**config.mk**
```make
export PLATFORM = sky130hd
export DESIGN_NAME = fp_writeback_arbiter_flat
export DESIGN_NICKNAME = d
export VERILOG_FILES = /design/src/rtl/fp_writeback_arbiter_if.sv /design/src/rtl/fp_writeback_arbiter.sv /design/src/flat_wrapper.sv
export SDC_FILE = /design/constraint.sdc
export NUM_CORES = 1
export LEC_CHECK = 0
export CAP_MARGIN = 10
export CORE_MARGIN = 3
export CORE_UTILIZATION = 55
export CTS_BUF_LIST = sky130_fd_sc_hd__clkbuf_4 sky130_fd_sc_hd__clkbuf_8
export DETAILED_ROUTE_END_ITERATION = 12
export PLACE_DENSITY = 0.78
export SLEW_MARGIN = 0
export SYNTH_ARGS = -nofsm -noshare
export SYNTH_HDL_FRONTEND = slang
export SYNTH_SLANG_ARGS = --single-unit
```
**constraint.sdc**
```tcl
create_clock -name clk -period 7.5 [get_ports clk]
set_clock_uncertainty 0.15 [all_clocks]
set_input_delay 1.5 -clock clk [delete_from_list [all_inputs] [get_ports clk]]
set_output_delay 1.5 -clock clk [all_outputs]
set_load 0.02 [all_outputs]
```
**src/rtl/fp_writeback_arbiter_if.sv**
```systemverilog
// Bundle between the FP result pipelines and the register-file write port.
// The master side produces results; the arbiter sits on the slave side.
interface fp_writeback_arbiter_if #(
  parameter int DEPTH = 4
);
  localparam int CW = $clog2(DEPTH) + 1;

  logic          mul_done;
  logic [31:0]   mul_result;
  logic [3:0]    mul_dest;
  logic          add_done;
  logic [31:0]   add_result;
  logic [3:0]    add_dest;
  logic          wr_en;
  logic [3:0]    wr_addr;
  logic [31:0]   wr_data;
  logic          wr_nan;
  logic          stall;
  logic          ovf;
  logic [CW-1:0] count;

  modport master (
    output mul_done, mul_result, mul_dest, add_done, add_result, add_dest,
    input  wr_en, wr_addr, wr_data, wr_nan, stall, ovf, count
  );

  modport slave (
    input  mul_done, mul_result, mul_dest, add_done, add_result, add_dest,
    output wr_en, wr_addr, wr_data, wr_nan, stall, ovf, count
  );
endinterface

```
**src/rtl/fp_writeback_arbiter.sv**
```systemverilog
// Merges FP multiply and add/sub result pulses onto one register-file write port.
// Colliding results go to an in-order skid FIFO; the oldest pending result always wins.
module fp_writeback_arbiter #(
  parameter int DEPTH     = 4,
  parameter int STALL_LVL = 2
) (
  input logic                  clk,
  input logic                  nrst,
  fp_writeback_arbiter_if.slave bus
);
  localparam int AW = $clog2(DEPTH);
  localparam int CW = AW + 1;

  typedef struct packed {
    logic [3:0]  dest;
    logic [31:0] data;
  } entry_t;

  entry_t mem [DEPTH];

  logic [AW-1:0] wptr_q, wptr_d, rptr_q, rptr_d, wptr_p1;
  logic [CW-1:0] count_q, count_d;
  logic          wr_en_q, wr_en_d;
  logic [3:0]    wr_addr_q, wr_addr_d;
  logic [31:0]   wr_data_q, wr_data_d;
  logic          wr_nan_q, wr_nan_d;
  logic          stall_q, stall_d;
  logic          ovf_q, ovf_d;

  entry_t head_e, mul_e, add_e, sel_e, req0_e, req1_e;
  logic   pop, sel_valid, req0, req1, acc0, acc1;
  int     free_slots;

  always_comb begin
    head_e      = mem[rptr_q];
    mul_e.dest  = bus.mul_dest;
    mul_e.data  = bus.mul_result;
    add_e.dest  = bus.add_dest;
    add_e.data  = bus.add_result;
    pop         = 1'b0;
    sel_valid   = 1'b0;
    sel_e       = head_e;
    req0        = 1'b0;
    req1        = 1'b0;
    req0_e      = mul_e;
    req1_e      = add_e;

    // Priority is age: buffered head, then mul, then add. Losers queue in that order.
    if (count_q != '0) begin
      pop       = 1'b1;
      sel_valid = 1'b1;
      sel_e     = head_e;
      if (bus.mul_done) begin
        req0 = 1'b1;
        req1 = bus.add_done;
      end else if (bus.add_done) begin
        req0   = 1'b1;
        req0_e = add_e;
      end
    end else if (bus.mul_done) begin
      sel_valid = 1'b1;
      sel_e     = mul_e;
      req0      = bus.add_done;
      req0_e    = add_e;
    end else if (bus.add_done) begin
      sel_valid = 1'b1;
      sel_e     = add_e;
    end

    // The pop releases its slot before this edge's pushes claim space.
    free_slots = DEPTH - int'(count_q) + (pop ? 1 : 0);
    acc0       = req0 && (free_slots >= 1);
    acc1       = req1 && (free_slots >= 2);

    count_d = count_q + CW'(acc0) + CW'(acc1) - CW'(pop);
    wptr_d  = wptr_q + AW'(acc0) + AW'(acc1);
    wptr_p1 = wptr_q + AW'(1);
    rptr_d  = rptr_q + AW'(pop);

    wr_en_d   = sel_valid;
    wr_addr_d = sel_valid ? sel_e.dest : wr_addr_q;
    wr_data_d = sel_valid ? sel_e.data : wr_data_q;
    wr_nan_d  = sel_valid && (sel_e.data[30:23] == 8'hFF) && (sel_e.data[22:0] != 23'd0);
    stall_d   = (DEPTH - int'(count_d)) <= STALL_LVL;
    ovf_d     = ovf_q || (req0 && !acc0) || (req1 && !acc1);
  end

  always_ff @(posedge clk or negedge nrst) begin
    if (!nrst) begin
      wptr_q    <= '0;
      rptr_q    <= '0;
      count_q   <= '0;
      wr_en_q   <= 1'b0;
      wr_addr_q <= '0;
      wr_data_q <= '0;
      wr_nan_q  <= 1'b0;
      stall_q   <= 1'b0;
      ovf_q     <= 1'b0;
    end else begin
      wptr_q    <= wptr_d;
      rptr_q    <= rptr_d;
      count_q   <= count_d;
      wr_en_q   <= wr_en_d;
      wr_addr_q <= wr_addr_d;
      wr_data_q <= wr_data_d;
      wr_nan_q  <= wr_nan_d;
      stall_q   <= stall_d;
      ovf_q     <= ovf_d;
    end
  end

  // Storage carries no reset; occupancy is tracked solely by the pointers and count.
  always_ff @(posedge clk) begin
    if (acc0) mem[wptr_q]  <= req0_e;
    if (acc1) mem[wptr_p1] <= req1_e;
  end

  assign bus.wr_en   = wr_en_q;
  assign bus.wr_addr = wr_addr_q;
  assign bus.wr_data = wr_data_q;
  assign bus.wr_nan  = wr_nan_q;
  assign bus.stall   = stall_q;
  assign bus.ovf     = ovf_q;
  assign bus.count   = count_q;
endmodule
```
**src/flat_wrapper.sv**
```systemverilog
// flat-port wrapper written by rule: the top's interface ports become plain ports
module fp_writeback_arbiter_flat 
#(
  parameter int DEPTH     = 4,
  parameter int STALL_LVL = 2
)
  (clk, nrst, bus_mul_done, bus_mul_result, bus_mul_dest, bus_add_done, bus_add_result, bus_add_dest, bus_wr_en, bus_wr_addr, bus_wr_data, bus_wr_nan, bus_stall, bus_ovf, bus_count);
  fp_writeback_arbiter_if #(.DEPTH(DEPTH)) bus_i ();
  input logic clk;
  input logic nrst;
  input wire logic [$bits(bus_i.mul_done)-1:0] bus_mul_done;
  input wire logic [$bits(bus_i.mul_result)-1:0] bus_mul_result;
  input wire logic [$bits(bus_i.mul_dest)-1:0] bus_mul_dest;
  input wire logic [$bits(bus_i.add_done)-1:0] bus_add_done;
  input wire logic [$bits(bus_i.add_result)-1:0] bus_add_result;
  input wire logic [$bits(bus_i.add_dest)-1:0] bus_add_dest;
  output wire logic [$bits(bus_i.wr_en)-1:0] bus_wr_en;
  output wire logic [$bits(bus_i.wr_addr)-1:0] bus_wr_addr;
  output wire logic [$bits(bus_i.wr_data)-1:0] bus_wr_data;
  output wire logic [$bits(bus_i.wr_nan)-1:0] bus_wr_nan;
  output wire logic [$bits(bus_i.stall)-1:0] bus_stall;
  output wire logic [$bits(bus_i.ovf)-1:0] bus_ovf;
  output wire logic [$bits(bus_i.count)-1:0] bus_count;
  assign bus_i.mul_done = bus_mul_done;
  assign bus_i.mul_result = bus_mul_result;
  assign bus_i.mul_dest = bus_mul_dest;
  assign bus_i.add_done = bus_add_done;
  assign bus_i.add_result = bus_add_result;
  assign bus_i.add_dest = bus_add_dest;
  assign bus_wr_en = bus_i.wr_en;
  assign bus_wr_addr = bus_i.wr_addr;
  assign bus_wr_data = bus_i.wr_data;
  assign bus_wr_nan = bus_i.wr_nan;
  assign bus_stall = bus_i.stall;
  assign bus_ovf = bus_i.ovf;
  assign bus_count = bus_i.count;
  fp_writeback_arbiter #(.DEPTH(DEPTH), .STALL_LVL(STALL_LVL)) u_core (.clk(clk), .nrst(nrst), .bus(bus_i));
endmodule
```
# == After elaboration in Yosys (flattened, before gate mapping) ==
# Memory sizes are Yosys's and may differ from the RTL's.
# Cells that the tools add are included.
# word_totals
reg_bits,47
ram_bits,144
inputBits,76
elab_cells,55
mem_count,1
# memory_table
name,depth,width,read_ports,rd_ports_with_merged_regs,write_ports,line,source
u_core.mem,4,36,1,0,2,fp_writeback_arbiter.sv:19,entry_t mem [DEPTH];
# op_classes
add_sub_neg,10
magnitude_cmp,3
n_eq_ne,1
n_mux,19
n_reduce_logical,12
# op_table
cell,n
36-bit two-way mux,7
32-bit adder,1
"32-bit by 2-bit greater-or-equal comparator with 1-bit output, second input constant",1
"32-bit by 3-bit greater-or-equal comparator with 1-bit output, second input constant",1
"32-bit by 3-bit <= comparator with 1-bit output, second input constant",1
23-bit nonzero test,1
1-bit two-way mux,12
"8-bit equality test, second input constant",1
"3-bit by 3-bit subtractor with 4-bit output, first input constant",2
2-bit by 1-bit adder with 2-bit output,3
3-bit by 1-bit adder with 3-bit output,2
1-bit logical AND,6
3-bit nonzero test,1
3-bit by 1-bit subtractor with 3-bit output,1
"2-bit by 1-bit adder with 2-bit output, second input constant",1
1-bit logical NOT,2
1-bit logical OR,2

# == Longest topological paths before layout ==
# logic_depth
word_depth,11
mapped_depth,22
mapped_depth_nobuf,20

# == Least setup slack after synthesis ==
# No wires, ideal clock.
# synth_path
path_type,register to register
startpoint,"reg u_core.count_q[0], in the netlist u_core.bus.count[0]"
endpoint,"mem u_core.mem[1][0] (netlist bit), enable pin"
arrival_time_ps,5193
setup_slack_ps,1727
stages_incl_launch_ff,17
n_path_buf,2
synth_period_minus_slack_ps,5773
path_cell_list,dfrtp_1 inv_1 ha_1 ha_1 inv_2 clkbuf_1 clkbuf_1 ha_1 nand3b_1 or3_1 ha_1 nand3_1 a2111oi_4 or4_4 inv_6 mux2i_1 nor2_1
# synth_rtl
item,line,source
"start, declared",fp_writeback_arbiter.sv:22,"logic [CW-1:0] count_q, count_d;"
"start signal, assigned",fp_writeback_arbiter.sv:102,count_q <= count_d;
"end, declared",fp_writeback_arbiter.sv:19,

==> flow_summary.json <==
{
  "finalHoldViolations": 0,
  "io_buffer_count": 118,
  "vias_in_the_first_global_route": 7331,
  "mostFrequentLayoutCell": "edfxtp_1",
  "cellPowerDensity_mw_per_mm2": 416,
  "grt_start_max_net_pins": 69,
  "setup_viol_count_final": 0,
  "maxSlewHeadroom": 0.235,
  "timing.final.crit_period_ps": 5230,
  "cts.repair.resized": 0,
  "cts_sinks": 191,
  "ys_dominant_reg_cell": "edfxtp_1",
  "timing.setup.critical_path_class": "flop to flop",
  "yosysSeqAreaShare": 0.532,
  "cell_area_synth_mm2": 0.0103,
  "area_growth_pct": 16.9,
  "dpl-instance-area_mm2": 0.0117,
  "crit_path_max_fanout": 42,
  "worst_ep_arrival_time_ps": 5310,
  "maxSlewViolCount": 0,
  "design.die.area_mm2": 0.0205,
  "path_clk_slew_ps": 90,
  "core_region_area_mm2": 0.0182,
  "initialDrtViolationCount": 597,
  "dr.pass1.iters": 5,
  "p_leak_nw": 4.29,
  "final_layout_size_suffix_gt1_frac": 0.181,
  "placed_cells": 1055,
  "synth.ff_latch_count": 191,
  "chipHeight_um": 143,
  "final_net_count": 938,
  "htree_levels": 4,
  "cts_buffers": 17,
  "num_vias": 7005,
  "stdcell_count": 1087,
  "buffers_from_clock_root_to_sink_at_most": 2,
  "achievable-frequency_mhz": 191,
  "drc_errors": 0,
  "syn_nets": 832,
  "hp-class": "flop to flop",
  "die_w_um": 143,
  "power.ir.vdd_worst_v": 0.000229,
  "cts-hold-fix-buffers": 0,
  "pre_cts_slack_ps": 2150,
  "crit_path_end_kind": "flop",
  "antenna_found_initial": 0,
  "detail-route-antenna-nets": 0,
  "floorplan.io_pins": 119,
  "max_slew.worst_pin.slew_ps": 1150,
  "worst_slack_ps": 2270,
  "synthCells": 739,
  "fin_area_mm2": 0.0121,
  "drt-wirelength-per-cell_um": 24.2,
  "asyncSetResetFlopFracSynth": 0.246,
  "synthesis.area_per_instance_um2": 14.0,
  "globalRoute.totalOverflow": 0,
  "global_route.usage.total": 0.261,
  "antenna_diodes": 0,
  "filler_cell_count": 1316,
  "clk_latency_worst_skew_pair_ps": 480,
  "num_rows": 49,
  "starting_density": 0.568,
  "yosysWarnings": 0,
  "critical_path.startpoint_type": "flop",
  "timing.max_cap.violations": 0,
  "fin_tns_setup_ps": 0,
  "drt_wl_total_um": 26300,
  "cts_tree": "yes",
  "most-common-layout-cells": "144 x edfxtp_1, 116 x clkdlybuf4s50_1, 97 x mux2_1",
  "cts_root_buffer": "clkbuf_8",
  "critical_path_required_ps": 7580,
  "synth_enable_flop_cells": 144,
  "detail_route.vias_per_cell": 6.44,
  "layout_worst_path_cycle_share": 0.698,
  "result_of_the_run": "complete, no violations",
  "place_hpwl_um": 17000,
  "netlist-cell-type-count": 57,
  "rsz_0062_raised_after_global_routing": "false",
  "first_pass_grt_wire_length_um": 40500,
  "cts_setup_buffers": 0,
  "gpl.final_weighted_congestion": 0.820
}
cell type report:
| class | instances | area, um^2 | share of cell area |
|---|---|---|---|
| sequential | 191 | 5500 | 0.455 |
| clock inverter | 12 | 135 | 0.0112 |
| inverter | 16 | 65.1 | 0.00539 |
| multi-input combinational | 485 | 4530 | 0.375 |
| clock buffer | 20 | 269 | 0.0223 |
| tap | 229 | 287 | 0.0237 |
| timing repair buffer | 134 | 1290 | 0.107 |
metrics by stage:
step / utilization / hold WS (ps) / total power, W
after floorplan: - / 391 / 0.00352
after global placement: 0.641 / 345 / 0.00422
after detailed placement: 0.641 / 346 / 0.00434
after CTS: 0.663 / 379 / 0.00503
after global routing: 0.663 / 390 / 0.00529
final: 0.663 / 380 / 0.00502
power by group:
part           leakage [nW]  switching (W)  internal [W]  total (W)
Combinational          2.22        0.00139       0.00108    0.00247
Sequential             1.87       0.000193       0.00166    0.00185
Clock                 0.200       0.000378      0.000320   0.000698
critical path, stage by stage (launching register included):
cell	delay [ps]
dfrtp_1	430
inv_1	100
ha_1	210
ha_2	180
inv_2	50
buf_4	410
ha_1	260
and3b_1	230
nand2_1	100
ha_1	300
nand4_1	120
a2111oi_4	80
or4_4	540
inv_6	130
a31o_2	930
buf_4	400
mux2_1	360
registers in the layout, summed over array words and instances (netlist names):
signal and cells:
u_core.bus.wr_data 32, u_core.bus.wr_addr 4, u_core.rptr_q 2, u_core.mem 144, u_core.bus.wr_nan 1, u_core.bus.ovf 1
u_core.wptr_q 2, u_core.bus.wr_en 1, u_core.bus.count 3, u_core.bus.stall 1
cells in the mapped netlist, types with 2 or more instances:
cell type | number | area [um^2]
a21oi_1 | 31 | 155
a22o_1 | 4 | 35.0
a22oi_1 | 3 | 22.5
a31o_1 | 3 | 26.3
a31oi_1 | 3 | 18.8
a31oi_4 | 3 | 63.8
a41oi_1 | 12 | 105
and2_1 | 2 | 12.5
and3_1 | 2 | 12.5
buf_1 | 5 | 18.8
buf_2 | 5 | 25.0
buf_6 | 13 | 146
clkbuf_1 | 24 | 90.1
dfrtp_1 | 47 | 1180
edfxtp_1 | 144 | 4320
fa_1 | 3 | 60.1
ha_1 | 14 | 175
inv_1 | 12 | 45.0
inv_2 | 3 | 11.3
mux2_1 | 97 | 1090
mux2_2 | 25 | 282
mux2_4 | 29 | 435
mux2i_1 | 9 | 90.1
mux4_2 | 34 | 766
nand2_1 | 52 | 195
nand2b_1 | 3 | 18.8
nand3_1 | 14 | 70.1
nand3b_1 | 16 | 120
nand4_1 | 4 | 25.0
nor2_1 | 36 | 135
nor2b_1 | 6 | 37.5
nor3_1 | 3 | 15.0
nor3b_1 | 2 | 15.0
nor4_1 | 5 | 31.3
o211ai_1 | 5 | 37.5
o21ai_0 | 24 | 120
o21ai_1 | 10 | 50.1
o221ai_1 | 2 | 17.5
o22ai_1 | 9 | 56.3
xnor2_1 | 2 | 17.5
xor2_1 | 3 | 26.3
final timing paths:
path | end | depth (start not counted) | from | slack, ps
max in group asynchronous | u_core.rptr_q[0] | 2 | nrst | 5680
setup reg to reg | u_core.mem[1][4] | 16 | u_core.bus.count[0] | 2270
setup / recovery | u_core.mem[1][4] | 16 | u_core.bus.count[0] | 2270
hold / removal | u_core.bus.wr_data[25] | 1 | u_core.bus.wr_data[25] | 380
hold reg to reg | u_core.bus.wr_data[25] | 1 | u_core.bus.wr_data[25] | 380
min in group asynchronous | u_core.bus.wr_data[26] | 2 | nrst | 1010
per-layer routing:
layer,vias up,part of all wire,GRT usage
met3,49,0.062,0.0395
met5,-,0,0
li1,3085,-,-
met2,298,0.50,0.440
met1,3573,0.42,0.349
met4,0,0.022,0.0860
cells by family (layout without fill, tap and decap cells):
logic type / count (synthesis) / in the layout / synth area share
buffers and inverters: 63 / 182 / 0.0334
XOR/XNOR: 5 / 5 / 0.00424
flip-flops: 191 / 191 / 0.532
AND/OR/NAND/NOR: 150 / 150 / 0.0706
adder cells (fa/ha/maj): 17 / 17 / 0.0228
multiplexers: 194 / 194 / 0.258
AO/OA/AOI/OAI: 119 / 119 / 0.0790
Power figures use the tool's default switching activity.
